`src/rtl/imem_loader_if.sv`:
```
// Valid/ready stream that carries instruction words into imem_loader.
// The master drives words; the loader (slave) answers with wr_ready.
interface imem_loader_if;
    logic        wr_valid;
    logic [31:0] wr_data;
    logic        wr_last;
    logic        wr_ready;

    modport master (output wr_valid, output wr_data, output wr_last, input wr_ready);
    modport slave  (input wr_valid, input wr_data, input wr_last, output wr_ready);
endinterface

```
`src/rtl/imem_loader.sv`:
```
// Fills the riscv core's 32 instruction slots from a word stream, then releases core reset.
// Optional LOADER_CHECKSUM_EN adds chk_out/chk_valid: XOR of the words accepted in the last load.
module imem_loader #(
    parameter int          NUM_WORDS  = 32,
    parameter int          RST_CYCLES = 5,
    parameter logic [31:0] FILL_WORD  = 32'h00000013
) (
    input  logic        clk,
    input  logic        reset,
    input  logic        load_start,
    imem_loader_if.slave wr,
    output logic [31:0] idata0,  idata1,  idata2,  idata3,  idata4,  idata5,  idata6,  idata7,
    output logic [31:0] idata8,  idata9,  idata10, idata11, idata12, idata13, idata14, idata15,
    output logic [31:0] idata16, idata17, idata18, idata19, idata20, idata21, idata22, idata23,
    output logic [31:0] idata24, idata25, idata26, idata27, idata28, idata29, idata30, idata31,
    output logic        core_rst,
    output logic        load_done,
    output logic [5:0]  word_count
`ifdef LOADER_CHECKSUM_EN
    ,
    output logic [31:0] chk_out,
    output logic        chk_valid
`endif
);

    typedef enum logic [1:0] {IDLE, LOAD, HOLD, RUN} state_t;

    state_t      state;
    state_t      next_state;
    logic [31:0] slots [32];
    logic [7:0]  hold_cnt;
    logic        accept;
    logic        clear;
    logic        last_word;
    logic        hold_done;

    assign accept    = wr.wr_valid && wr.wr_ready;
    assign clear     = load_start && (state == IDLE || state == RUN);
    assign last_word = wr.wr_last || (word_count == 6'(NUM_WORDS - 1));
    assign hold_done = (hold_cnt == 8'(RST_CYCLES - 1));

    always_ff @(posedge clk or negedge reset) begin
        if (!reset) begin
            state <= IDLE;
        end else begin
            state <= next_state;
        end
    end

    always_comb begin
        next_state = state;
        case (state)
            IDLE:    if (load_start)          next_state = LOAD;
            LOAD:    if (accept && last_word) next_state = HOLD;
            HOLD:    if (hold_done)           next_state = RUN;
            RUN:     if (load_start)          next_state = LOAD;
            default:                          next_state = IDLE;
        endcase
    end

    always_comb begin
        wr.wr_ready = (state == LOAD);
    end

    // Core reset and done flag are registered from next_state so they flip on the edge entering RUN.
    always_ff @(posedge clk or negedge reset) begin
        if (!reset) begin
            core_rst  <= 1'b1;
            load_done <= 1'b0;
        end else begin
            core_rst  <= (next_state != RUN);
            load_done <= (next_state == RUN);
        end
    end

    always_ff @(posedge clk or negedge reset) begin
        if (!reset) begin
            hold_cnt <= 8'd0;
        end else if (state == HOLD && !hold_done) begin
            hold_cnt <= hold_cnt + 8'd1;
        end else begin
            hold_cnt <= 8'd0;
        end
    end

    // Only slots below NUM_WORDS are ever written; the rest keep FILL_WORD.
    always_ff @(posedge clk or negedge reset) begin
        if (!reset) begin
            for (int i = 0; i < 32; i++) slots[i] <= FILL_WORD;
            word_count <= 6'd0;
        end else if (clear) begin
            for (int i = 0; i < 32; i++) slots[i] <= FILL_WORD;
            word_count <= 6'd0;
        end else if (accept) begin
            for (int i = 0; i < NUM_WORDS; i++) begin
                if (word_count == 6'(i)) slots[i] <= wr.wr_data;
            end
            if (word_count < 6'(NUM_WORDS)) word_count <= word_count + 6'd1;
        end
    end

`ifdef LOADER_CHECKSUM_EN
    always_ff @(posedge clk or negedge reset) begin
        if (!reset) begin
            chk_out <= 32'd0;
        end else if (clear) begin
            chk_out <= 32'd0;
        end else if (accept) begin
            chk_out <= chk_out ^ wr.wr_data;
        end
    end

    assign chk_valid = (state == HOLD) || (state == RUN);
`endif

    assign idata0  = slots[0];
    assign idata1  = slots[1];
    assign idata2  = slots[2];
    assign idata3  = slots[3];
    assign idata4  = slots[4];
    assign idata5  = slots[5];
    assign idata6  = slots[6];
    assign idata7  = slots[7];
    assign idata8  = slots[8];
    assign idata9  = slots[9];
    assign idata10 = slots[10];
    assign idata11 = slots[11];
    assign idata12 = slots[12];
    assign idata13 = slots[13];
    assign idata14 = slots[14];
    assign idata15 = slots[15];
    assign idata16 = slots[16];
    assign idata17 = slots[17];
    assign idata18 = slots[18];
    assign idata19 = slots[19];
    assign idata20 = slots[20];
    assign idata21 = slots[21];
    assign idata22 = slots[22];
    assign idata23 = slots[23];
    assign idata24 = slots[24];
    assign idata25 = slots[25];
    assign idata26 = slots[26];
    assign idata27 = slots[27];
    assign idata28 = slots[28];
    assign idata29 = slots[29];
    assign idata30 = slots[30];
    assign idata31 = slots[31];

endmodule

```
`src/flat_wrapper.sv`:
```
// flat-port wrapper written by rule: the top's interface ports become plain ports
module imem_loader_flat 
#(
    parameter int          NUM_WORDS  = 32,
    parameter int          RST_CYCLES = 5,
    parameter logic [31:0] FILL_WORD  = 32'h00000013
)
  (clk, reset, load_start, idata0, idata1, idata2, idata3, idata4, idata5, idata6, idata7, idata8, idata9, idata10, idata11, idata12, idata13, idata14, idata15, idata16, idata17, idata18, idata19, idata20, idata21, idata22, idata23, idata24, idata25, idata26, idata27, idata28, idata29, idata30, idata31, core_rst, load_done, word_count, wr_wr_valid, wr_wr_data, wr_wr_last, wr_wr_ready);
  imem_loader_if wr_i ();
  input  logic clk;
  input  logic reset;
  input  logic load_start;
  output logic [31:0] idata0;
  output logic [31:0] idata1;
  output logic [31:0] idata2;
  output logic [31:0] idata3;
  output logic [31:0] idata4;
  output logic [31:0] idata5;
  output logic [31:0] idata6;
  output logic [31:0] idata7;
  output logic [31:0] idata8;
  output logic [31:0] idata9;
  output logic [31:0] idata10;
  output logic [31:0] idata11;
  output logic [31:0] idata12;
  output logic [31:0] idata13;
  output logic [31:0] idata14;
  output logic [31:0] idata15;
  output logic [31:0] idata16;
  output logic [31:0] idata17;
  output logic [31:0] idata18;
  output logic [31:0] idata19;
  output logic [31:0] idata20;
  output logic [31:0] idata21;
  output logic [31:0] idata22;
  output logic [31:0] idata23;
  output logic [31:0] idata24;
  output logic [31:0] idata25;
  output logic [31:0] idata26;
  output logic [31:0] idata27;
  output logic [31:0] idata28;
  output logic [31:0] idata29;
  output logic [31:0] idata30;
  output logic [31:0] idata31;
  output logic core_rst;
  output logic load_done;
  output logic [5:0] word_count;
  input wire logic [$bits(wr_i.wr_valid)-1:0] wr_wr_valid;
  input wire logic [$bits(wr_i.wr_data)-1:0] wr_wr_data;
  input wire logic [$bits(wr_i.wr_last)-1:0] wr_wr_last;
  output wire logic [$bits(wr_i.wr_ready)-1:0] wr_wr_ready;
  assign wr_i.wr_valid = wr_wr_valid;
  assign wr_i.wr_data = wr_wr_data;
  assign wr_i.wr_last = wr_wr_last;
  assign wr_wr_ready = wr_i.wr_ready;
  imem_loader #(.NUM_WORDS(NUM_WORDS), .RST_CYCLES(RST_CYCLES), .FILL_WORD(FILL_WORD)) u_core (.clk(clk), .reset(reset), .load_start(load_start), .wr(wr_i), .idata0(idata0), .idata1(idata1), .idata2(idata2), .idata3(idata3), .idata4(idata4), .idata5(idata5), .idata6(idata6), .idata7(idata7), .idata8(idata8), .idata9(idata9), .idata10(idata10), .idata11(idata11), .idata12(idata12), .idata13(idata13), .idata14(idata14), .idata15(idata15), .idata16(idata16), .idata17(idata17), .idata18(idata18), .idata19(idata19), .idata20(idata20), .idata21(idata21), .idata22(idata22), .idata23(idata23), .idata24(idata24), .idata25(idata25), .idata26(idata26), .idata27(idata27), .idata28(idata28), .idata29(idata29), .idata30(idata30), .idata31(idata31), .core_rst(core_rst), .load_done(load_done), .word_count(word_count));
endmodule
```
`config.mk`:
```
export PLATFORM = sky130hd
export DESIGN_NAME = imem_loader_flat
export DESIGN_NICKNAME = d
export VERILOG_FILES = /design/src/rtl/imem_loader_if.sv /design/src/rtl/imem_loader.sv /design/src/flat_wrapper.sv
export SDC_FILE = /design/constraint.sdc
export NUM_CORES = 1
export LEC_CHECK = 0
export BUFFER_PORTS_ARGS = -buffer_cell sky130_fd_sc_hd__buf_2
export CORE_AREA = 2 2 417 419
export DETAILED_ROUTE_END_ITERATION = 7
export DIE_AREA = 0 0 419 421
export HOLD_SLACK_MARGIN = 0.12
export SLEW_MARGIN = 20
export SYNTH_ARGS = -nofsm -noshare
export SYNTH_HDL_FRONTEND = slang
export SYNTH_SLANG_ARGS = --single-unit
```
`constraint.sdc`:
```
create_clock -name clk -period 2.5 [get_ports clk]
set_input_delay 0.5 -clock clk [delete_from_list [all_inputs] [get_ports clk]]
set_output_delay 0.5 -clock clk [all_outputs]
set_load 0.005 [all_outputs]
```
# Word level (Yosys, flattened, before mapping)
# Index checks and enable logic that the tools add are counted.
# totals
word_cells,196
regBits,1042
inputBits,37
output_inout_bits,1033
# classes
addsub,2
n_lt_le_gt_ge,1
eq_ne,37
n_mux,42
reduce_logical,77
# ops
op,count
1024-bit two-way mux,2
32-bit two-way mux,32
6-bit by 5-bit == test with 1-bit output (second input constant),16
2-bit nonzero test,34
2-bit AND reduction,33
6-bit by 4-bit == test with 1-bit output (second input constant),8
6-bit by 3-bit == test with 1-bit output (second input constant),4
6-bit two-way mux,3
6-bit by 2-bit == test with 1-bit output (second input constant),2
8-bit by 1-bit adder with 8-bit output (second input constant),1
8-bit by 3-bit == test with 1-bit output (second input constant),1
8-bit two-way mux,1
6-bit by 1-bit adder with 6-bit output (second input constant),1
2-bit == test (second input constant),3
6-bit by 1-bit == test with 1-bit output (second input constant),1
6-bit logical NOT,1
6-bit less-than comparator (second input constant),1
2-bit two-way mux,3
2-bit case mux with 3 select lines,1
1-bit logical AND,4
2-bit by 1-bit == test with 1-bit output (second input constant),1
2-bit logical NOT,1
1-bit logical OR,2
2-bit != test (second input constant),1
other kinds (2),2

# Longest topological paths before layout
# Gate-level depths: netlist of run 1.
# depth
depth_word,6
depth_mapped,10
mapped_depth_nobuf,6

# Worst setup path after synthesis of run 1
# Ideal clock, no wire load.
# synth_timing
path_type,register to register
start,register u_core.state[1]
end,"register u_core.slots, in the netlist u_core.idata6[21]"
required_ps,2366
setup_time_ps,134
slack_ps,541
path_buffers,2
arrival_time_ps,1825
path_stages_with_launch,9
path_cell_list,dfrtp_1 > inv_1 > ha_1 > nand4b_1 > or3_1 > buf_2 > buf_6 > nand3_1 > o21ai_0
# synth_via
elab_cells_between_ends,10
classes_between,2 x eq/ne; 1 x mux; 7 x reduce/logical
# synth_rtl
item,line,source
start: declaration,imem_loader.sv:28,state_t state;
start signal: assignment,imem_loader.sv:46,state <= next_state;
2-bit by 1-bit == test with 1-bit output,imem_loader.sv:62,wr.wr_ready = (state == LOAD);
named net wr_wr_ready,flat_wrapper.sv:51,output wire logic [$bits(wr_i.wr_ready)-1:0] wr_wr_ready;
1-bit logical AND,imem_loader.sv:37,assign accept = wr.wr_valid && wr.wr_ready;
2-bit nonzero test (no line),n/a,
2-bit AND reduction (no line),n/a,
end signal: indexed assignment,imem_loader.sv:96,if (word_count == 6'(i)) slots[i] <= wr.wr_data;
end: declaration,imem_loader.sv:30,logic [31:0] slots [32];
# The timed path passes the listed nets, and every way through them passes these cells.
# A chain may end at the register's enable or synchronous reset.

# Final worst setup path of run 1
# layout_timing
start,register u_core.state[1]
end,"register u_core.slots, in the netlist u_core.idata29[12]"
# layout_via
elab_chain_len,5
elab_cells_between_ends,10
classes_between,2 x eq/ne; 1 x mux; 7 x reduce/logical
# layout_lines
item,line,source
2-bit == test or 2-bit logical NOT (tied branches),imem_loader.sv:38,assign clear = load_start && (state == IDLE || state == RUN);
1-bit logical OR,imem_loader.sv:38,
1-bit logical AND,imem_loader.sv:38,
2-bit nonzero test (no line),n/a,
2-bit AND reduction (no line),n/a,
# Several ways; a longest one is shown, not always the timed one.

==> out/metrics.csv, run 1 <==
stage,metric,value,unit
logic_synthesis,post_synth_xor_area_fraction,0.155,%
logic_synthesis,post-synth-top-count-cell,dfrtp_1,
logic_synthesis,post_synth.cell_area_avg,10.6,um2
cells_and_area,post_route_cells_drive_above_1_share,33.4,%
floorplan,die_area,176000,um2
clocking,cts_sinks,1042,
placed_design,gpl_congestion,0.836,
clocking,post_cts.resized_instances,0,
global_routing,first_global_vias,32000,
logic_synthesis,leading_area_contributor_after_synthesis,dfrtp_1,
power,total_switching_power,14.8,mW
sta,setup_viol_count_final,0,
logic_synthesis,yosysWarnings,0,
routing,detail_route_antenna_nets,0,
worst_setup_path,setup.worst_path.start_class,register,
placed_design,dp_hpwl,118,mm
clocking,tritoncts,built,
min_path,timing.hold.worst.class,in2reg,
placed_design,place_inst,6918,
power,clock_power_share,37.7,%
sta,setup_total_negative_slack,0,ps
logic_synthesis,synth_enable_flop_cells,0,
cells_and_area,fin_nets,4784,
floorplan,fp.dieH,421,um
run,max_cap_viol_count,0,
power,intPower,29.2,mW
power,power_density_over_the_cells,835,nW/um2
routing,totalWireLength,171,mm
sta,period_needed,2320,ps
clocking,clock_latency,750,ps
power,total_power,44.0,mW
cells_and_area,fin_cells,7175,
min_path,worst_hold_path.num_cells,4,
power,max-vdd-ir-drop,0.554,mV
logic_synthesis,syn-num-nets,3793,
run_status,outcome,"finished, final reports clean",
clocking,clock_path_buffers,3,
logic_synthesis,synth.ff_latch_count,1042,
routing,drt_drc_violations_left,0,
logic_synthesis,ys_top_cells_by_area,"dfrtp_1 (60%), nand3_1 (12%), o21ai_0 (10%)",
floorplan,die-width,419,um
global_routing,grt_util_all_layers,18.7,%
floorplan,placement_rows,153,
power,sequential_group_share_of_total_power,40.1,%
sta,timing.final.hold_violations,0,
floorplan,boundaryPins,1070,
floorplan,initial_utilization,23.0,%
logic_synthesis,main_combinational_cell_family_by_area_after_synthesis,simple AND/OR/NAND/NOR gates,
worst_setup_path,crit_arrival,2900,ps
worst_setup_path,setup.worst_path.end_class,register,
sta,setup_repair_after_global_routing_missed_its_margin,no,
sta,finalCritPeriodShare,92.7,%
floorplan,core_area,172000,um2
cells_and_area,fin_util,30.5,%
clocking,cts-buffers-inserted,110,
logic_synthesis,synth_compound_area_share,13.1,%
logic_synthesis,main_flop_type_after_synthesis,dfrtp_1,
routing,via_total_after_detailed_routing,34000,
sta,worstMarginPinSlew,881,ps
global_routing,grt_first_pass_wirelength,238,mm
routing,number_of_drc_markers_after_the_initial_detailed_route_iteration,3455,
placed_design,portBuffers,1069,
worst_setup_path,worst_setup_path_category,reg2reg,
power,static-leakage-power,25.7,nW
clocking,ctsRootBufferMaster,clkbuf_16,
logic_synthesis,yosys.area.top_type_share,59.6,%
worst_setup_path,worst_ep_required_time,3090,ps
sta,relSlewSlack,41.3,%
routing,vias_per_cell,4.73,
clocking,htree_num_levels,3,
clocking,cts.reportedPaths.clkPinSlew,60,ps
routing,detail_route.first_pass.iterations,5,
worst_setup_path,reg2reg_depth,7,
routing,routed_wire_length_per_instance,23.8,um
global_routing,grt-ovfl-total,0,
power,power.combinational.fraction,22.2,%
worst_setup_path,crit_fanout,58,
global_routing,grt_start_max_net_pins,88,
logic_synthesis,post_synth_fa_ha_maj_area_fraction,0.284,%
sta,skew,38.5,ps
power,swShare,33.7,%
logic_synthesis,muxShareOfSynthArea,0,%
logic_synthesis,synth.top_cells.by_count,"dfrtp_1 (945), nand3_1 (926), o21ai_0 (803), clkbuf_1 (234), a21oi_1 (128)",
logic_synthesis,syn-cell-area,39700,um2
sta,fmax,432,MHz
logic_synthesis,post_synth_and_or_nand_nor_area_fraction,15.3,%
cells_and_area,synthesis_to_layout_area_growth,32.8,%
sta,drv_slew,0,
logic_synthesis,postSynth.asyncResetShare,100,%
logic_synthesis,synth_seq_area_share,66.1,%
logic_synthesis,count_of_distinct_cell_types_in_the_synthesized_netlist,37,
logic_synthesis,post_synth_inst_count,3747,
global_routing,initial_antenna_violation_count,24,
[kinds of logic after synthesis]
group	count (synthesis)
and+or+nand+nor	1217
AOI/OAI and AO/OA	1035
adders and majority gates	9
xor gates and xnor gates	7
DFF	1042
buffers and inverters	437
[final timing paths]
check / slack [ps] / endpoint / from
max: 180 / u_core.idata29[12] / u_core.state[1]
min: 250 / u_core.state[0] / wr_wr_last
max reg2reg: 180 / u_core.idata29[12] / u_core.state[1]
min reg2reg: 490 / u_core.idata15[31] / u_core.idata15[31]
max in group asynchronous: 1100 / u_core.idata13[19] / reset
min in group asynchronous: 360 / u_core.load_done / reset
[critical path: stages (launching register included)]
cell and delay (ps):
dfrtp_1 400, inv_1 110, ha_1 280, nand3b_1 120
buf_4 210, or3_4 620, nand3_1 220, o21ai_0 120
[routing by layer]
layer	vias up	wire, um	track usage [%]	share of wire, %
met1	16900	64500	22.4	38
met4	0	9120	10.3	5.3
li1	15200	-	-	-
met3	350	12500	3.56	7.3
met5	-	0	0	0
met2	1477	84500	31.4	50
[power groups by stage]
stage / combinational [mW] / sequential [mW] / clock [mW]
6_report: 9.76 / 17.6 / 16.6
5_1_grt: 10.2 / 17.7 / 17.6
4_1_cts: 9.76 / 17.6 / 16.9
3_5_place_dp: 9.71 / 17.9 / 0
3_3_place_gp: 9.66 / 17.9 / 0
2_1_floorplan: 3.66 / 17.9 / 0
[layout make-up]
cell class                 count  area (um2)
timing repair buffer        1308        8180
fill                       17900      120000
inverter                       8        30.0
multi-input combinational   2268       11600
antenna                       21        52.6
clock inverter                37         443
clock buffer                 166        3230
sequential                  1042       26200
tap                         2325        2910
[cell usage in the layout (no fill, tap or decap), types with 4 or more instances in the layout]
master         count
clkinv_2          21
nor2b_1            5
or3_4             12
nor2_1            14
a21oi_1          128
clkbuf_16        112
nand2_4            6
nand2b_1           5
ha_1               9
clkinv_16          4
nand2_1           81
and3_1             5
buf_4            131
nor3_1           122
clkbuf_8          22
o21ai_0          803
dfstp_2           97
bufinv_16          5
inv_1              8
or3_2              4
nand2_2           24
dlygate4sd3_1     33
dfrtp_1          945
o21ai_1           97
nand3_1          910
buf_12            75
clkbuf_1          32
xnor2_1            4
nand3_2           16
diode_2           21
buf_2           1068
[stage by stage]
stage	hold WS (ps)	area [um2]	worst slack, ps
after CTS	122	52600	182
after global placement	476	48600	255
after global routing	227	52600	11.5
after floorplan	204	39700	541
final	248	52700	184
after detailed placement	483	48600	192
[timing repair]
action | CTS | global route
hold buffers | 33 | 0
hold endpoints to repair | 55 | 0
setup buffers | 0 | 0
Power figures use the tool's default switching activity.
==> inputs of run 2 (changes only) <==
--- a/config.mk
+++ b/config.mk
@@ -5,6 +5,7 @@
 export SDC_FILE = /design/constraint.sdc
 export NUM_CORES = 1
 export LEC_CHECK = 0
+export ABC_CLOCK_PERIOD_IN_PS = 2500
 export BUFFER_PORTS_ARGS = -buffer_cell sky130_fd_sc_hd__buf_2
 export CORE_AREA = 2 2 417 419
 export DETAILED_ROUTE_END_ITERATION = 7
==> constraint.sdc (replaced) <==
create_clock -name clk -period 2.5 [get_ports clk]
set_input_delay 0.375 -clock clk [delete_from_list [all_inputs] [get_ports clk]]
set_output_delay 0.375 -clock clk [all_outputs]
set_load 0.005 [all_outputs]
==> out/metrics.csv, run 2 (same netlist as run 1, synthesis figures left out) <==
stage,metric,value,unit,change
placed_design,gpl_congestion,0.833,,was 0.836
routing,totalWireLength,172,mm,was 171 mm
routing,wl_met1,64.5,mm,about the same
clocking,htree_num_levels,3,,unchanged
routing,routed-wl-met2,85.7,mm,was 84.5 mm
routing,drt_drc_violations_left,0,,unchanged
placed_design,place_inst,6903,,was 6918
clocking,cts.reportedPaths.clkPinSlew,60,ps,about the same
routing,vias_per_cell,4.75,,was 4.73
sta,setup_repair_after_global_routing_missed_its_margin,no,,unchanged
placed_design,dp_hpwl,117,mm,was 118 mm
routing,detail_route_antenna_nets,0,,unchanged
routing,number_of_drc_markers_after_the_initial_detailed_route_iteration,2911,,was 3455
worst_setup_path,r2r_setup_slack,160,ps,was 180 ps
cells_and_area,final_common_cell,buf_2,,unchanged
placed_design,dp_worst_setup_slack,169,ps,was 192 ps
floorplan,boundaryPins,1070,,unchanged
sta,worstMarginPinSlew,808,ps,was 881 ps
clocking,tritoncts,built,,unchanged
floorplan,core_area,172000,um2,unchanged
min_path,timing.hold.worst.class,in2async,,was in2reg
clocking,clock_path_buffers,3,,unchanged
sta,period_needed,2340,ps,was 2320 ps
worst_setup_path,reg2reg_depth,7,,unchanged
floorplan,die_area,176000,um2,unchanged
global_routing,initial_antenna_violation_count,27,,was 24
cells_and_area,fin_nets,4774,,was 4784
cells_and_area,synthesis_to_layout_area_growth,32.7,%,was 32.8%
routing,routed_wire_length_per_instance,24.0,um,was 23.8 um
run_status,outcome,"finished, final reports clean",,unchanged
power,power_density_over_the_cells,837,nW/um2,was 835 nW/um2
sta,relSlewSlack,46.1,%,was 41.3%
worst_setup_path,worst_setup_path_category,reg2reg,,unchanged
clocking,post_cts.resized_instances,0,,unchanged
sta,post-route-worst-setup-slack,159,ps,was 184 ps
power,static-leakage-power,25.7,nW,about the same
global_routing,grt_first_pass_wirelength,241,mm,was 238 mm
cells_and_area,fin_util,30.5,%,about the same
sta,skew,34.9,ps,was 38.5 ps
routing,top_layer_used,met5,,was met4
sta,timing.final.hold_violations,0,,unchanged
worst_setup_path,worst_ep_required_time,3070,ps,was 3090 ps
clocking,cts_sinks,1042,,unchanged
cells_and_area,fill_cells,18000,,was 17900
routing,met3_wirelength,12.4,mm,was 12.5 mm
worst_setup_path,crit_fanout,58,,unchanged
sta,fmax,427,MHz,was 432 MHz
placed_design,post_dp_cell_area,48400,um2,was 48600 um2
clocking,ctsRootBufferMaster,clkbuf_16,,unchanged
global_routing,first_global_vias,32400,,was 32000
global_routing,grt_start_max_net_pins,163,,was 88
routing,detail_route.first_pass.iterations,5,,unchanged
sta,setup_total_negative_slack,0,ps,unchanged
power,max-vdd-ir-drop,0.709,mV,was 0.554 mV
routing,via_total_after_detailed_routing,34000,,about the same
cells_and_area,layout_common_cells,"buf_2 (1068), dfrtp_1 (945), nand3_1 (910), o21ai_0 (803), a21oi_1 (128)",,"was buf_2 (1068), dfrtp_1 (945), nand3_1 (910), o21ai_0 (803), buf_4 (131)"
sta,drv_slew,0,,unchanged
floorplan,fp.dieH,421,um,unchanged
placed_design,portBuffers,1069,,unchanged
worst_setup_path,crit_arrival,2910,ps,was 2900 ps
sta,finalCritPeriodShare,93.6,%,was 92.7%
global_routing,grt_util_all_layers,18.8,%,was 18.7%
worst_setup_path,setup.worst_path.end_class,register,,unchanged
run,max_cap_viol_count,0,,unchanged
worst_setup_path,r2r-start,u_core.state[1],,unchanged
clocking,cts-buffers-inserted,111,,was 110
sta,setup_viol_count_final,0,,unchanged
cells_and_area,post_route_cells_drive_above_1_share,33.4,%,about the same
worst_setup_path,timing.rr.end,u_core.idata27[6],,was u_core.idata29[12]
global_routing,grt-ovfl-total,0,,unchanged
cells_and_area,fin_cells,7160,,was 7175
cells_and_area,finished_layout_cell_area,52600,um2,was 52700 um2
worst_setup_path,setup.worst_path.start_class,register,,unchanged
floorplan,initial_utilization,23.0,%,unchanged
clocking,clock_latency,750,ps,about the same
floorplan,die-width,419,um,unchanged
floorplan,placement_rows,153,,unchanged
run 2: power by group:
group          internal (mW)  total, mW  switching (mW)  leakage [nW]
sequential              17.3       17.6           0.282          14.2
clock                   9.84       17.1            7.22          1.88
combinational           1.99       9.33            7.33          9.60
run 2: per-layer routing:
metal	vias to the layer above	track usage (%)
met5	-	0
met3	374	3.90
met2	1496	31.9
li1	15100	-
met1	17000	22.3
met4	6	10.2
run 2: repair_timing:
| action | in CTS | in global routing |
|---|---|---|
| hold buffers | 36 | 0 |
| setup buffers | 0 | 1 |
| endpoints found under the hold margin | 442 | 0 |
| setup endpoints to repair | 0 | 4 |
run 2: worst max path at each step:
stage          cells after the start           endpoint  slack, ps            start
2_1_floorplan                      8  u_core.idata6[21]        540  u_core.state[1]
3_3_place_gp                       6  u_core.idata2[31]        230  u_core.state[1]
3_5_place_dp                       7  u_core.idata10[7]        170  u_core.state[1]
4_1_cts                            7  u_core.idata10[7]        140  u_core.state[1]
5_1_grt                            7  u_core.idata10[2]          6  u_core.state[1]
6_report                           7  u_core.idata27[6]        160  u_core.state[1]
run 2: metrics by stage:
| stage | hold WS [ps] | power [mW] |
|---|---|---|
| after floorplan | 79.4 | 21.6 |
| after global routing | 195 | 45.5 |
| after detailed placement | 414 | 27.2 |
| final | 238 | 44.0 |
| after global placement | 412 | 27.1 |
| after CTS | 169 | 44.3 |
run 2: critical path, cell delays in order (launching register included):
cell	delay (ps)
dfrtp_1	400
inv_1	110
ha_1	270
nand3b_1	120
buf_4	210
or3_4	610
nand3_1	220
o21ai_0	100
run 2: area by class of cell:
type,count,area [um2],area share [%]
Antenna cell,11,27.5,0.0523
Clock inverter,46,534,1.02
Sequential cell,1042,26200,49.8
Timing Repair Buffer,1297,8000,15.2
Multi-Input combinational cell,2268,11600,22.1
Clock buffer,163,3280,6.23
Tap cell,2325,2910,5.53
Inverter,8,30.0,0.0571
